## src/rtl/onn_convergence_monitor.sv

```systemverilog
// Oscillator-network settle detector: declares convergence after QUIET_CYCLES change-free cycles, or a timeout at MAX_CYCLES.
// Optional ONN_CONV_MASK_EN adds neuron_mask to exclude neurons from the quiet test and the event count.
module onn_convergence_monitor #(
  parameter int N_NEURONS    = 16,
  parameter int QUIET_CYCLES = 64,
  parameter int MAX_CYCLES   = 4096,
  parameter int EVT_W        = 16
) (
  input  logic                                  clk,
  input  logic                                  rst,
  input  logic                                  start,
  input  logic                                  abort,
  input  logic [N_NEURONS-1:0]                  state_changed,
`ifdef ONN_CONV_MASK_EN
  input  logic [N_NEURONS-1:0]                  neuron_mask,
`endif
  output logic                                  busy,
  output logic                                  converged,
  output logic                                  timeout,
  output logic                                  done,
  output logic [$clog2(QUIET_CYCLES+1)-1:0]     quiet_cnt,
  output logic [$clog2(MAX_CYCLES+1)-1:0]       run_cnt,
  output logic [EVT_W-1:0]                      event_cnt
);

  localparam int QW = $clog2(QUIET_CYCLES + 1);
  localparam int RW = $clog2(MAX_CYCLES + 1);
  localparam int PW = $clog2(N_NEURONS + 1);
  localparam int SW = ((EVT_W > PW) ? EVT_W : PW) + 1;

  typedef enum logic [1:0] {IDLE, RUN, CONVERGED, TIMEOUT} state_t;
  state_t state;

  logic [N_NEURONS-1:0] active;
  logic [PW-1:0]        pop;
  logic [SW-1:0]        evt_sum;
  logic                 quiet;
  logic                 conv_hit;
  logic                 budget_hit;

  always_comb begin
`ifdef ONN_CONV_MASK_EN
    active = state_changed & ~neuron_mask;
`else
    active = state_changed;
`endif
    pop = '0;
    for (int unsigned i = 0; i < N_NEURONS; i++) begin
      pop = pop + PW'(active[i]);
    end
    quiet      = ~|active;
    evt_sum    = SW'(event_cnt) + SW'(pop);
    conv_hit   = quiet && (quiet_cnt == QW'(QUIET_CYCLES - 1));
    budget_hit = (run_cnt == RW'(MAX_CYCLES - 1));
  end

  always_ff @(posedge clk or posedge rst) begin
    if (rst) begin
      state     <= IDLE;
      busy      <= 1'b0;
      converged <= 1'b0;
      timeout   <= 1'b0;
      done      <= 1'b0;
      quiet_cnt <= '0;
      run_cnt   <= '0;
      event_cnt <= '0;
    end else begin
      done <= 1'b0;
      case (state)
        RUN: begin
          if (abort) begin
            state <= IDLE;
            busy  <= 1'b0;
          end else begin
            run_cnt   <= run_cnt + 1'b1;
            event_cnt <= (evt_sum > SW'({EVT_W{1'b1}})) ? '1 : evt_sum[EVT_W-1:0];
            // Convergence is tested first so it wins over a coincident budget expiry.
            if (conv_hit) begin
              quiet_cnt <= QW'(QUIET_CYCLES);
              state     <= CONVERGED;
              converged <= 1'b1;
              done      <= 1'b1;
              busy      <= 1'b0;
            end else begin
              quiet_cnt <= quiet ? quiet_cnt + 1'b1 : '0;
              if (budget_hit) begin
                state   <= TIMEOUT;
                timeout <= 1'b1;
                done    <= 1'b1;
                busy    <= 1'b0;
              end
            end
          end
        end
        // IDLE shares this branch: its flags are already clear, so abort is a no-op there.
        IDLE, CONVERGED, TIMEOUT: begin
          if (abort) begin
            state     <= IDLE;
            converged <= 1'b0;
            timeout   <= 1'b0;
          end else if (start) begin
            state     <= RUN;
            busy      <= 1'b1;
            converged <= 1'b0;
            timeout   <= 1'b0;
            quiet_cnt <= '0;
            run_cnt   <= '0;
            event_cnt <= '0;
          end
        end
        default: state <= IDLE;
      endcase
    end
  end

endmodule

```

## config.mk

```make
export PLATFORM = sky130hd
export DESIGN_NAME = onn_convergence_monitor
export DESIGN_NICKNAME = d
export VERILOG_FILES = /design/src/rtl/onn_convergence_monitor.sv
export SDC_FILE = /design/constraint.sdc
export NUM_CORES = 1
export LEC_CHECK = 0
export CAP_MARGIN = 20
export CORE_ASPECT_RATIO = 0.7
export CORE_MARGIN = 4
export CORE_UTILIZATION = 51
export DETAILED_ROUTE_END_ITERATION = 7
export PLACE_DENSITY = 0.8
export SYNTH_ARGS = -nofsm -noshare
export SYNTH_HDL_FRONTEND = slang
export SYNTH_SLANG_ARGS = --single-unit
```

## constraint.sdc

```tcl
create_clock -name clk -period 4.4 [get_ports clk]
set_input_delay 1.1 -clock clk [delete_from_list [all_inputs] [get_ports clk]]
set_output_delay 1.1 -clock clk [all_outputs]
set_load 0.02 [all_outputs]
```

==> results.md <==
* Outcome: finished with violations
* Failing checks: setup timing
* Critical Path Source Type: input pin
* Vias in the first global route at 2608
* CP arrival at 4.95 ns
* Final GP Congestion at 0.857
* #FFs+latches synth at 42
* Synthesized cell area at 0.00282 mm²
* Leak at 1.70 nW
* Clk buf depth at 2
* Avg Vias per Cell at 5.83
* HP Class: flip-flop to flip-flop
* Grt total ovfl at 0
* Async S/R FF share, synth at 1.00
* Post-route ant nets at 0
* Final Cycle Share at 1.08
* Area added between synthesis and finish at 36.5%
* Rows at 22
* Die width at 96.8 µm
* Fmax at 0.210 GHz
* GRT Total Usage at 0.234
* CTS tree: yes
* Layout Nets at 435
* Max FO, Critical Path at 5
* Layout cells sized above 1 at 0.211
* Chip height at 70.2 µm
* Routed wire per std cell at 17.1 µm
* First-pass DRT Iterations at 5
* Initial Util at 0.533
* Antenna diodes at 0
* Post-route DRC at 0
* H-Tree Depth at 2
* Worst VDD drop at 359 µV
* Worst-margin pin slew at 0.952 ns
* DP HPWL at 5700 µm
* R2R depth at 14
* Most frequent cells in the layout: 50 x clkdlybuf4s50_1, 42 x dfrtp_1, 34 x nand2_1, 30 x inv_1
* Place WS at -0.972 ns
* Synth Flop Type: dfrtp_1
* Worst path cell trace: buf_2 > inv_2 > fa_1 > fa_1 > fa_1 > fa_1 > fa_2 > inv_2 > fa_2 > a21o_1 > and4_4 > buf_4 > o21ai_4 > buf_6 > and4_1 > nor3_2
* Slew margin rel. at 0.365
* Hold Path Cell Cnt at 1
* Max incr delay on CP at 0.57 ns
* Die ar. at 0.00680 mm²
* Worst setup margin at -0.365 ns
* Layout Skew at 0.00962 ns
* Via count at 2711
* Count of pins over their slew limit at 0
* Fill cells at 398
* Max Cap Viol at 0
* RSZ-0062 raised after global routing: yes
* Total power at 1.63 mW
* CTS clk-pin slew, worst paths at 0.09 ns
* Yosys warnings at 0
* Core area at 0.00529 mm²
* Net Count, Synth at 352
* Initial antenna violation count at 0
* Pwr Density at 424 mW/mm²
* Register area share after synthesis at 0.373
* Pin count of the biggest net entering global routing at 43
* First-pass GRT wire length at 13000 µm
* Crit path required time at 4.59 ns
* Critical path type: input pin to flip-flop
* Starting DRC count in detailed routing at 204
* Final WL at 7940 µm
* CTS Buf Count at 5
* Top cell by count, worst path: fa_1
* Critical path endpoint category: flip-flop
* Worst skew pair latency at 0.30 ns
* Port Buf Inserts at 59
* Setup violators final at 16
* Commonest non-fill, non-tap cell in the layout: clkdlybuf4s50_1
* Crit-path slowest cell: fa_1
* Gate Count Post-Synth at 309
* Setup_tns at -3.99 ns
* Distinct cells, synth at 56
* Final hold violations at 0
* EDFF count, synth at 0
* Clock Sinks at 42
* Clk root buf: clkbuf_8
* Synthesized area per cell at 9.12 µm²
* I/O Pins at 60
* Min cycle time layout at 4.77 ns
* Fin util at 0.728
[logic make-up after synthesis]
| kind of cell | Yosys count | synth area share |
|---|---|---|
| buffers and inverters | 44 | 0.0626 |
| AND/OR/NAND/NOR | 110 | 0.210 |
| flip-flops | 42 | 0.373 |
| adder cells (fa/ha/maj) | 23 | 0.134 |
| XOR/XNOR | 4 | 0.0124 |
| multiplexers | 2 | 0.00711 |
| AO/OA/AOI/OAI | 84 | 0.200 |
[power breakdown]
| group | internal, mW | switching, mW |
|---|---|---|
| clock network | 0.114 | 0.149 |
| logic | 0.411 | 0.501 |
| registers | 0.418 | 0.0387 |
[Yosys cell counts, types with 3 or more instances]
master     n  area [µm²]
dfrtp_1   42        1050
inv_1     34         128
nand2_1   34         128
o21ai_0   31         155
nor2_1    16        60.1
nand3_1   13        65.1
fa_1      12         240
ha_1      11         138
nor3_1     9        45.0
a21oi_1    8        40.0
o211ai_1   7        52.6
and3_1     6        37.5
buf_2      5        25.0
nand4_1    5        31.3
a22o_1     4        35.0
a31oi_1    4        25.0
nand2b_1   4        25.0
o31ai_1    4        30.0
a211oi_1   3        22.5
a21o_1     3        22.5
clkbuf_1   3        11.3
nor4_2     3        37.5
o21ai_1    3        15.0
o311ai_0   3        26.3
xor2_1     3        26.3
[per-layer routing]
metal | share of wire | vias up | global-route usage | routed length [µm]
li1 | - | 1277 | - | -
met3 | 0.068 | 10 | 0.0489 | 538
met5 | 0 | - | 0 | 0
met1 | 0.47 | 1318 | 0.351 | 3740
met4 | 0.0068 | 0 | 0.0436 | 54
met2 | 0.45 | 106 | 0.352 | 3610
[worst max-delay path, delay by kind of cell]
kind | cells | cell delay (ns)
compound gates | 2 | 0.36
simple gates | 3 | 0.47
buf+inv | 5 | 0.44
fa+ha+maj | 6 | 2.58
[layout make-up]
cell class / instances / area, µm² / area share
Multi-Input combinational cell: 223 / 1710 / 0.445
Sequential cell: 42 / 1050 / 0.273
Timing Repair Buffer: 86 / 772 / 0.201
Inverter: 34 / 128 / 0.0332
Tap cell: 72 / 90.1 / 0.0234
Clock buffer: 5 / 68.8 / 0.0179
Clock inverter: 3 / 23.8 / 0.00618
[through the flow]
step	cells	cell area, µm²	hold slack [ns]
floorplan	309	2850	0.489
global placement	452	3650	0.497
detailed placement	452	3650	0.503
CTS	464	3810	0.516
global route	465	3850	0.540
finish	465	3850	0.508
[final timing paths]
kind | start | end | slack [ns]
worst max register to register | event_cnt[0]$_DFFE_PP0P_ | event_cnt[6]$_DFFE_PP0P_ | 0.58
min in group asynchronous | rst | run_cnt[1]$_DFFE_PP0P_ | 1.22
worst min register to register | quiet_cnt[5]$_DFFE_PP0P_ | quiet_cnt[5]$_DFFE_PP0P_ | 0.51
max in group asynchronous | rst | event_cnt[11]$_DFFE_PP0P_ | 2.81
worst min-delay path | quiet_cnt[5]$_DFFE_PP0P_ | quiet_cnt[5]$_DFFE_PP0P_ | 0.51
worst max-delay path | state_changed[9] | event_cnt[6]$_DFFE_PP0P_ | -0.37
[sequential cells by signal (all words and copies together) (netlist names)]
register   flops
event_cnt     16
timeout        1
quiet_cnt      7
busy           1
done           1
state          2
run_cnt       13
converged      1
[what timing repair did]
| item | in CTS | in global routing |
|---|---|---|
| hold buffers | 0 | 0 |
| pin swaps | 25 | 12 |
| buffers inserted | 4 | 1 |
| setup endpoints to repair | 16 | 16 |
| cloned | 0 | 0 |
| gates resized for setup | 60 | 8 |
(Power assumes the default switching activity.)
